**src/rtl/gate_exerciser_if.sv**
```systemverilog
// Link between the exerciser and a two-input gate under test.
//   A, B : operands driven by the exerciser
//   Y    : result returned by the gate
// master = exerciser side, slave = gate-under-test side.
interface gate_exerciser_if;
  logic A;
  logic B;
  logic Y;

  modport master (output A, output B, input Y);
  modport slave  (input A, input B, output Y);
endinterface

```
**src/rtl/gate_exerciser.sv**
```systemverilog
// Applies the four input vectors {A,B} = 00,10,01,11 to a two-input gate.
// Each vector is held for HOLD_CYCLES cycles. Y is checked against TRUTH on
// the last cycle of each hold, and the mismatches are collected.
//   clk       : clock, rising edge
//   rst       : synchronous active-high reset
//   start     : run request, honoured only when idle
//   gate      : A/B operands out, Y result in (master modport)
//   busy      : high while vectors are being applied
//   done      : one-cycle pulse when a run completes
//   pass      : last run had no mismatches; held until the next start
//   err_count : mismatch count of the current or last run (0..4)
//   fail_vec  : bit i set when vector i mismatched
module gate_exerciser #(
  parameter int unsigned HOLD_CYCLES = 20,
  parameter logic [3:0]  TRUTH       = 4'b1000
) (
  input  logic                clk,
  input  logic                rst,
  input  logic                start,
  gate_exerciser_if.master    gate,
  output logic                busy,
  output logic                done,
  output logic                pass,
  output logic [2:0]          err_count,
  output logic [3:0]          fail_vec
);

  localparam int unsigned CNT_W = 8;
  localparam int unsigned IDX_W = 2;
  localparam int unsigned ERR_W = 3;
  localparam int unsigned VEC_N = 4;
  localparam logic [CNT_W-1:0] HOLD_LAST = CNT_W'(HOLD_CYCLES - 1);

  typedef enum logic [1:0] {
    IDLE  = 2'd0,
    DRIVE = 2'd1,
    DONE  = 2'd2
  } state_t;

  state_t             state_q, state_d;
  logic [CNT_W-1:0]   cnt_q, cnt_d;
  logic [IDX_W-1:0]   idx_q, idx_d;
  logic               a_q, a_d;
  logic               b_q, b_d;
  logic               busy_q, busy_d;
  logic               done_q, done_d;
  logic               pass_q, pass_d;
  logic [ERR_W-1:0]   err_q, err_d;
  logic [VEC_N-1:0]   fail_q, fail_d;
  logic [IDX_W-1:0]   idx_nxt_c;

  assign idx_nxt_c = idx_q + IDX_W'(1);

  // Next-state and output logic
  always_comb begin
    state_d = state_q;
    cnt_d   = cnt_q;
    idx_d   = idx_q;
    a_d     = a_q;
    b_d     = b_q;
    busy_d  = busy_q;
    done_d  = 1'b0;
    pass_d  = pass_q;
    err_d   = err_q;
    fail_d  = fail_q;

    case (state_q)
      IDLE: begin
        a_d    = 1'b0;
        b_d    = 1'b0;
        busy_d = 1'b0;
        if (start) begin
          state_d = DRIVE;
          cnt_d   = '0;
          idx_d   = '0;
          busy_d  = 1'b1;
          pass_d  = 1'b0;
          err_d   = '0;
          fail_d  = '0;
        end
      end

      DRIVE: begin
        if (cnt_q == HOLD_LAST) begin
          // Y is sampled only on the last cycle of the hold.
          if (gate.Y != TRUTH[idx_q]) begin
            fail_d[idx_q] = 1'b1;
            err_d         = err_q + ERR_W'(1);
          end
          cnt_d = '0;
          if (idx_q != IDX_W'(3)) begin
            idx_d = idx_nxt_c;
            a_d   = idx_nxt_c[0];
            b_d   = idx_nxt_c[1];
          end else begin
            // The pass decision includes a mismatch found on this same edge.
            state_d = DONE;
            idx_d   = '0;
            a_d     = 1'b0;
            b_d     = 1'b0;
            busy_d  = 1'b0;
            done_d  = 1'b1;
            pass_d  = (err_d == '0);
          end
        end else begin
          cnt_d = cnt_q + CNT_W'(1);
        end
      end

      DONE: begin
        state_d = IDLE;
      end

      default: begin
        state_d = IDLE;
      end
    endcase
  end

  // State and output registers
  always_ff @(posedge clk) begin
    if (rst) begin
      state_q <= IDLE;
      cnt_q   <= '0;
      idx_q   <= '0;
      a_q     <= 1'b0;
      b_q     <= 1'b0;
      busy_q  <= 1'b0;
      done_q  <= 1'b0;
      pass_q  <= 1'b0;
      err_q   <= '0;
      fail_q  <= '0;
    end else begin
      state_q <= state_d;
      cnt_q   <= cnt_d;
      idx_q   <= idx_d;
      a_q     <= a_d;
      b_q     <= b_d;
      busy_q  <= busy_d;
      done_q  <= done_d;
      pass_q  <= pass_d;
      err_q   <= err_d;
      fail_q  <= fail_d;
    end
  end

  assign gate.A    = a_q;
  assign gate.B    = b_q;
  assign busy      = busy_q;
  assign done      = done_q;
  assign pass      = pass_q;
  assign err_count = err_q;
  assign fail_vec  = fail_q;

endmodule

```
**src/flat_wrapper.sv**
```systemverilog
// flat-port wrapper written by rule: the top's interface ports become plain ports
module gate_exerciser_flat 
#(
  parameter int unsigned HOLD_CYCLES = 20,
  parameter logic [3:0]  TRUTH       = 4'b1000
)
  (clk, rst, start, busy, done, pass, err_count, fail_vec, gate_A, gate_B, gate_Y);
  gate_exerciser_if gate_i ();
  input  logic clk;
  input  logic rst;
  input  logic start;
  output logic busy;
  output logic done;
  output logic pass;
  output logic [2:0] err_count;
  output logic [3:0] fail_vec;
  output wire logic [$bits(gate_i.A)-1:0] gate_A;
  output wire logic [$bits(gate_i.B)-1:0] gate_B;
  input wire logic [$bits(gate_i.Y)-1:0] gate_Y;
  assign gate_A = gate_i.A;
  assign gate_B = gate_i.B;
  assign gate_i.Y = gate_Y;
  gate_exerciser #(.HOLD_CYCLES(HOLD_CYCLES), .TRUTH(TRUTH)) u_core (.clk(clk), .rst(rst), .start(start), .gate(gate_i), .busy(busy), .done(done), .pass(pass), .err_count(err_count), .fail_vec(fail_vec));
endmodule
```
**config.mk**
```make
export PLATFORM = sky130hd
export DESIGN_NAME = gate_exerciser_flat
export DESIGN_NICKNAME = d
export VERILOG_FILES = /design/src/rtl/gate_exerciser_if.sv /design/src/rtl/gate_exerciser.sv /design/src/flat_wrapper.sv
export SDC_FILE = /design/constraint.sdc
export NUM_CORES = 1
export LEC_CHECK = 0
export BUFFER_PORTS_ARGS = -buffer_cell sky130_fd_sc_hd__buf_2
export CAP_MARGIN = 20
export CORE_ASPECT_RATIO = 0.8
export CORE_MARGIN = 10
export CORE_UTILIZATION = 35
export DETAILED_ROUTE_END_ITERATION = 12
export GPL_TIMING_DRIVEN = 0
export MAX_ROUTING_LAYER = met4
export SLEW_MARGIN = 20
export SYNTH_ARGS = -nofsm -noshare
export SYNTH_HDL_FRONTEND = slang
export SYNTH_SLANG_ARGS = --single-unit
```
**constraint.sdc**
```tcl
create_clock -name clk -period 3.35 [get_ports clk]
set_input_delay 0.1675 -clock clk [delete_from_list [all_inputs] [get_ports clk]]
set_output_delay 0.1675 -clock clk [all_outputs]
set_load 0.02 [all_outputs]
```
After elaboration in Yosys (flattened, before gate mapping)
Cells that the tools add are included.
{ "classes": {"n_addsub": 3, "order_cmp": 2, "n_eq_ne": 8, "muxes": 40, "bitwise": 3, "reduce_logical": 12} }
{ "op_table": {"columns": ["operator", "n"], "rows": [
  ["$mux W8", 2],
  ["$pmux W8 S2", 1],
  ["$mux W3", 5],
  ["$mux W1", 13],
  ["$mux W2", 6],
  ["$mux W4", 3],
  ["$reduce_and A3 Y1", 3],
  ["$add A8 B1 Y8 const B", 1],
  ["$eq A8 B5 Y1 const B", 1],
  ["$pmux W1 S2", 4],
  ["$pmux W2 S2", 2],
  ["$pmux W4 S2", 1],
  ["$reduce_and A4 Y1", 2],
  ["$ne A2 B2 Y1 const B", 3],
  ["$pmux W3 S2", 1],
  ["$ne A2 B1 Y1 const B", 2],
  ["$or A4 B4 Y4", 1],
  ["$reduce_and A2 Y1", 2],
  ["$add A3 B1 Y3 const B", 1],
  ["$logic_not A3 Y1", 1],
  ["$lt A2 B3 Y1 const B", 1],
  ["$reduce_or A3 Y1", 1],
  ["$add A2 B1 Y2 const B", 1],
  ["$bmux W1 S2", 1],
  ["other kinds (8)", 9]
]} }
{ "totals": {"reg_bits": 24, "input_bits": 4, "out_inout_bits": 12} }

Depth between registers and ports, before layout
Gate-level depths: netlist of the first run.
{ "depth": {"ltp_word": 10, "depth_mapped": 5, "depth_no_buf": 5} }

Worst setup path after synthesis of the first run
No wires, ideal clock.
{ "synth_timing": {"path_kind": "register to register", "from": "register u_core.cnt_q[0]", "to": "register u_core.err_q[2], in the netlist u_core.err_count[2]", "t_arrival_ns": 1.560, "t_required_ns": 3.276, "path_slack_ns": 1.716, "stages_incl_launch_ff": 6, "path_cell_list": "dfxtp_1 ha_1 and4bb_4 nand2_4 or4_1 a31oi_1"} }
{ "synth_via": {"elab_chain_len": 3} }
{ "synth_rtl": {"columns": ["element", "line", "source"], "rows": [
  ["from (decl)", "gate_exerciser.sv:41", "logic [CNT_W-1:0] cnt_q, cnt_d;"],
  ["from (signal assigned)", "gate_exerciser.sv:135", "cnt_q <= cnt_d;"],
  ["$eq A8 B5 Y1", "gate_exerciser.sv:84", "if (cnt_q == HOLD_LAST) begin"],
  ["$ne A2 B1 Y1 (no line)", null, null],
  ["$reduce_and A3 Y1 (no line)", null, null],
  ["to (signal assigned)", "gate_exerciser.sv:142", "err_q <= err_d;"],
  ["to (decl)", "gate_exerciser.sv:48", "logic [ERR_W-1:0] err_q, err_d;"]
]} }
No other way between the ends.
A chain may end at the register's enable or synchronous reset.

Worst setup path after layout of the first run
Ends and elaborated chain as after synthesis.

==> summary.md, run 1 <==
| Metric | Value |
|---|---|
| Die Wd | ~85 um |
| Routed wire length | 2880 um |
| Top cell family by delay on the critical path | simple AND/OR/NAND/NOR gates |
| Core outline area | between 3000 and 4000 sq um |
| Hold path depth | 2 |
| Worst Tran Pin Value | ~540 ps |
| Status | finished clean |
| Most used DFF post-synth | dfxtp_1 |
| Initial antenna violation count | 0 |
| Setup Total Neg Slack | 0 ps |
| Number of global-route vias before repair | roughly 970 |
| Vias per inst | 5.52 |
| Kind of critical path | register to register |
| Net Sw Frac | 0.239 |
| FF+latch count, synth | 24 |
| Crit. path cell count | 5 |
| Avg Cell Area, Syn | approximately 9.1 sq um |
| Diodes inserted | 0 |
| Worst reg2reg endpoint | u_core.err_count[2] |
| Sequential Area | approximately 480 sq um |
| GP Congestion | around 0.84 |
| DIE AREA | 6140 sq um |
| HP Class | input pin to register |
| Worst setup SP type | register |
| FF-to-FF path depth | 5 |
| Hold Crit Start | rst |
| Final Util | 0.431 |
| Synthesis warning total | 0 |
| Seq pwr share | 0.548 |
| Bufs and invs on worst path | 0 |
| Iter 0 DRT Violations | between 80 and 90 |
| Pint | about 410 uW |
| Worst VDD drop | between 0.0002 and 0.00025 V |
| Input/output buffers | 15 |
| Async SR Flop Fraction | 0 |
| Die height | approximately 72 um |
| Synth area leader | dfxtp_1 |
| CP Capture Type | register |
| Slowest stage delay, CP | between 500 and 600 ps |
| Root Driver | clkbuf_8 |
| CP cell instances | ha_1 -> and4bb_4 -> nand2_4 -> or4_1 -> a31oi_1 |
| TritonCTS Sinks | 24 |
| Arr. time, crit path | 2010 ps |
| Post-synth cell types | 43 |
| Synth area leaders | dfxtp_1 (40%), ha_1 (7.4%), nor2_1 (3.8%) |
| WL/cell | about 15 um |
| Synth top area share | 0.405 |
| Final hold vios | 0 |
| Grt total ovfl | 0 |
| Clk_lat worst skew | 270 ps |
| Unrepaired setup endpoints after global routing | false |
| First-pass GRT wire length | between 4000 and 5000 um |
| Hpwl dp | 2150 um |
| Critical R2R Launch | u_core.cnt_q[0] |
| CTS tree | built |
| Final Skew | slightly above 4 ps |
| IO Pins | 16 |
| Clock power frac | 0.374 |
| CTS resizes | 0 |
| Row count | 18 |
| Layout area overhead | 15.2% |
| Drc violations | 0 |
| Net Sw Power | 127 uW |
| Fin nets | about 160 |
| Drt pass-1 iters | 4 |
| Max-Cap Viols | 0 |
| Syn nets | ~140 |
| Final critical-path required period | roughly 1800 ps |
| Fillers | ~310 |
| Worst path required time | 3550 ps |
| Hold-fix buffers, CTS | 0 |
| Routed Antenna Nets | 0 |
| R2R setup slack | 1530 ps |
| Tcrit/Tclk final | 0.542 |
| H-tree level count | 1 |
| Comb power frac | 0.078 |
| Crit path max fanout | 10 |
| Via Count | between 1k and 1.5k |
| Synth Instances | 130 |
| Final setup viols | 0 |
| CTS buffer count | 3 |
| Largest net degree at the start of global routing | 14 |
| Starting density of the core | 0.374 |
| Seq/Total Area, Yosys | 0.405 |
| PwrDens | slightly below 400 nW/um^2 |
| Max-slew violations | 0 |
| Crit path max-delay cell type | or4_1 |
| Ratio of cells with drive above 1 in the final layout | 0.174 |
| Rel. slew slack | 0.641 |
| Max Freq | 551 MHz |
| Leak | around 0.00051 uW |
| Netlist Area Pre-Place | approximately 1200 sq um |
| Number of synthesized flops with an enable pin | 0 |
| CTS Buffer Depth | 2 |
| Postcts setup bufs | 0 |
| Min-Delay Endpoint | u_core.state_q[1] |
| Area of the multi-input gates | 677 sq um |
| Clock-pin slew on the worst setup and hold paths | around 90 ps |
| GRT Total Usage | 0.0979 |
[cell usage after synthesis (2+ instances only)]
master	number
and2_1	2
a311oi_1	2
clkbuf_1	2
nand2_1	8
or4_1	5
a31oi_1	5
nand4_1	2
inv_1	4
ha_1	7
nor2_1	12
nand2b_1	3
nor3b_1	2
nor4_1	2
a22o_1	4
nor3_1	3
o22ai_1	2
dfxtp_1	24
nand3_1	5
o21ai_0	5
a21oi_1	6
mux2i_1	2
buf_1	2
[cell families after synthesis]
kind of cell / after synthesis / share of synthesized area
compound gates: 34 / 0.197
xor+xnor: 2 / 0.0148
fa+ha+maj: 7 / 0.0738
buf+inv: 8 / 0.0253
flops: 24 / 0.405
mux: 2 / 0.0169
simple gates: 53 / 0.268
[cells in the final DEF (no fill, tap or decap), drive strengths merged, types with 2 or more instances in the layout]
cell type / n
nor3: 4
mux2i: 2
buf: 17
ha: 7
nor2: 12
inv: 4
a31oi: 5
o21ai: 5
o22ai: 2
or4: 5
nand2b: 3
clkbuf: 6
nand3: 5
a22o: 4
a311oi: 2
dfxtp: 24
nor4: 3
a21oi: 7
nand4: 2
and2: 2
nor3b: 2
nand2: 9
[worst max path at each step]
stage                           to              start
2_1_floorplan  u_core.err_count[2]    u_core.cnt_q[0]
3_3_place_gp   u_core.err_count[2]    u_core.cnt_q[0]
3_5_place_dp   u_core.err_count[2]    u_core.cnt_q[0]
4_1_cts        u_core.err_count[2]    u_core.cnt_q[0]
5_1_grt                u_core.busy  u_core.state_q[1]
6_report       u_core.err_count[2]    u_core.cnt_q[0]
[power groups by stage]
stage                     Clock, uW  Combinational [uW]  Sequential, uW
final                           199                41.6             293
after global routing            213                47.0             293
after CTS                       204                41.4             293
after detailed placement          0                41.2             299
after global placement            0                40.2             299
after floorplan                   0                25.7             300
[per-layer routing]
metal  vias to the layer above  part of all wire  track usage
li1                        530                 -            -
met1                       480              0.50        0.135
met2                        32              0.41        0.131
met3                         2             0.089       0.0357
met4                         0            0.0045       0.0182
met5                         -                 0            -
[registers in the layout, indices dropped and copies added, names as in the netlist]
signal,flops
u_core.busy,1
u_core.done,1
u_core.fail_vec,4
u_core.pass,1
u_core.state_q,2
u_core.err_count,3
u_core.gate.A,1
u_core.idx_q,2
u_core.cnt_q,8
u_core.gate.B,1
[worst register-to-register path: cells and delay by family, from the launching register on]
family          cells  cell delay [ps]
simple gates        3              940
fa+ha+maj           1              230
compound gates      1              170
flops               1              420
[area by class of cell]
cell class | count | area share
plain buffers | 4 | 0.0110
multi-input cells | 98 | 0.495
flip-flops and latches | 24 | 0.351
clock buffers | 4 | 0.0403
inverters | 4 | 0.0110
repair buffers | 15 | 0.0549
well taps | 40 | 0.0366
[through the flow]
step	cells	hold WS, ps	setup WS (ps)	power (uW)	area [sq um]
after floorplan	130	259	1720	325	1190
after global placement	185	440	1620	339	1310
after detailed placement	185	448	1560	341	1310
after CTS	189	160	1540	538	1370
after global routing	189	179	1370	554	1370
final	189	166	1530	533	1370
Note: power is estimated with default switching activity, not from simulation.
==> inputs of run 2 (changes only) <==
==> constraint.sdc (replaced) <==
create_clock -name clk -period 1.7 [get_ports clk]
set_input_delay 0.085 -clock clk [delete_from_list [all_inputs] [get_ports clk]]
set_output_delay 0.085 -clock clk [all_outputs]
set_load 0.02 [all_outputs]
==> run 2 against run 1 <==
  * Non-clock buffer count rose by 6
  * Combinational power increased by 130%
  * Clock power increased by 97%
  * Worst setup slack worse by 1500 ps
  * Final cell count grew 3.2%
  * Die area stayed put
  * Global-route usage is essentially flat
  * First-iteration DRC count down 3.4%
  * Critical path depth stayed put
  * Core utilization grew 3.9 points
  * Critical path type unchanged
==> summary.md, run 2 (synthesized netlist as in run 1, its figures left out) <==
| Metric | Value |
|---|---|
| Final Skew | 2.20 ps (-1.88 ps) |
| Hold Crit Start | rst |
| Design area | 1490 sq um (+9.0%) |
| Row count | 18 (unchanged) |
| Via Count | 1090 (+4.4%) |
| Comb power frac | 0.090 (+0.012) |
| Setup ws final | 31.2 ps (-1500 ps) |
| DIE AREA | 6140 sq um (unchanged) |
| Net Sw Frac | 0.242 (+0.00325) |
| Layout area overhead | 25.5% |
| Worst Tran Pin Value | 520 ps (-18.4 ps) |
| Leak | 0.000555 uW (+7.9%) |
| Die Wd | 85.1 um (unchanged) |
| CTS tree | built |
| Rel. slew slack | 0.652 (+0.0115) |
| Setup crit start | u_core.cnt_q[1] |
| Critical R2R Launch | u_core.cnt_q[1] |
| Most common cell after layout, fill and taps aside | dfxtp_1 |
| Worst setup SP type | register |
| Diodes inserted | 0 (unchanged) |
| H-tree level count | 1 (unchanged) |
| Grt total ovfl | 0 (unchanged) |
| Final critical-path required period | 1670 ps (-146 ps) |
| Largest net degree at the start of global routing | 14 (unchanged) |
| Initial antenna violation count | 0 (unchanged) |
| PwrDens | 715 nW/um^2 (+83%) |
| Final non-filler cell total | 195 (+3.2%) |
| Drc violations | 0 (unchanged) |
| WL/cell | 15.9 um (+4.3%) |
| Pre-CTS setup slack | -85.3 ps (-1650 ps) |
| Max Freq | 599 MHz (+8.8%) |
| Vias per inst | 5.59 (+1.2%) |
| Fillers | 299 (-3.2%) |
| Seq pwr share | 0.541 (-0.007) |
| Pint | 807 uW (+99%) |
| Arr. time, crit path | 1870 ps (-140 ps) |
| Final hold vios | 0 (unchanged) |
| Hold-fix buffers, CTS | 0 (unchanged) |
| Placed cell area | 1310 sq um (unchanged) |
| Worst path required time | 1900 ps (-1650 ps) |
| Crit path max fanout | 7 (-3) |
| CTS buffer count | 3 (unchanged) |
| Starting density of the core | 0.374 (unchanged) |
| Hpwl dp | 2150 um (unchanged) |
| Hold slack | 98.0 ps (-68.4 ps) |
| Number of global-route vias before repair | 974 (+0.52%) |
| Routed wire length | 3100 um (+7.7%) |
| First-pass GRT wire length | 4890 um (+0.58%) |
| Biggest register | u_core.cnt_q |
| Max FFs per register | 8 (unchanged) |
| Core outline area | 3180 sq um (unchanged) |
| Ratio of cells with drive above 1 in the final layout | 0.277 (+0.103) |
| CP Capture Type | register |
| Most frequent cells in the layout | dfxtp_1 (20), buf_2 (15), nor2_1 (12) |
| DP Cell Count | 185 (unchanged) |
| Pwr Total | 1070 uW (+100%) |
| Kind of critical path | register to register |
| Clk_lat worst skew | 270 ps (about the same) |
| IO Pins | 16 (unchanged) |
| HP Class | input pin to register |
| Clock power frac | 0.369 (-0.005) |
| Max-slew violations | 0 (unchanged) |
| TritonCTS Sinks | 24 (unchanged) |
| Status | finished clean |
| Iter 0 DRT Violations | 84 (-3.4%) |
| Root Driver | clkbuf_8 |
| Die height | 72.1 um (unchanged) |
| Fin nets | 167 (+3.7%) |
| Input/output buffers | 15 (unchanged) |
| Net Sw Power | 258 uW (+100%) |
| Worst VDD drop | 0.000468 V (+120%) |
| CTS Buffer Depth | 2 (unchanged) |
| Max-Cap Viols | 0 (unchanged) |
| Tcrit/Tclk final | 0.982 (+0.440) |
| Clock-pin slew on the worst setup and hold paths | 90 ps (about the same) |
| Routed Antenna Nets | 0 (unchanged) |
| Final setup viols | 0 (unchanged) |
| GP Congestion | 0.845 (unchanged) |
| GRT Total Usage | 0.0984 (+0.000497) |
| Drt pass-1 iters | 4 (unchanged) |
[run 2: changes by cell type in the layout (fill, tap and decap cells not counted), sizes merged]
| cell | previous run | this run |
|---|---|---|
| clkbuf | 6 | 7 |
| buf | 17 | 22 |
[run 2: repair_timing]
item                       4_1_cts  5_1_grt
pin swaps                        0        3
buffers inserted                 2        4
resized for setup                9       10
setup endpoints to repair       12       15
[run 2: final cells by class]
cell class	instances	area, sq um	area share
Timing Repair Buffer	21	120	0.0806
Tap cell	40	50.0	0.0336
Multi-Input combinational cell	98	743	0.499
Sequential cell	24	488	0.327
Clock buffer	4	55.1	0.0369
Inverter	4	15.0	0.0101
Buffer	4	18.8	0.0126
[run 2: routing by layer]
layer / track usage / up-vias / part of all wire / wire [um]
li1: - / 541 / - / -
met1: 0.132 / 517 / 0.51 / 1570
met2: 0.138 / 30 / 0.43 / 1330
met3: 0.0357 / 2 / 0.059 / 184
met4: 0.0182 / 0 / 0.0042 / 13
met5: - / - / 0 / 0
[run 2: through the flow]
stage               utilization  TNS [ps]
CTS                       0.444         0
detailed placement        0.413      -320
finish                    0.469         0
global placement          0.413     -87.8
floorplan                     -         0
global route              0.469     -43.6
[run 2: worst max-delay path: stages (launching register included)]
cell and delay [ps]:
dfxtp_2 360, ha_4 150, and4bb_4 320, nand2_8 80, or4_1 520, a31oi_1 170
[run 2: power by group through the flow]
stage | Clock, uW | Combinational (uW) | Sequential [uW]
CTS | 402 | 89.3 | 574
finish | 393 | 96.1 | 576
global route | 421 | 108 | 578
detailed placement | 0 | 81.2 | 590
global placement | 0 | 79.3 | 589
floorplan | 0 | 50.7 | 590
[run 2: final timing paths]
check,to,cells past startpoint,slack (ps)
worst min-delay path,u_core.state_q[1],2,100
worst min register to register,u_core.gate.B,2,480
worst max-delay path,u_core.err_count[2],5,30
worst max register to register,u_core.err_count[2],5,30
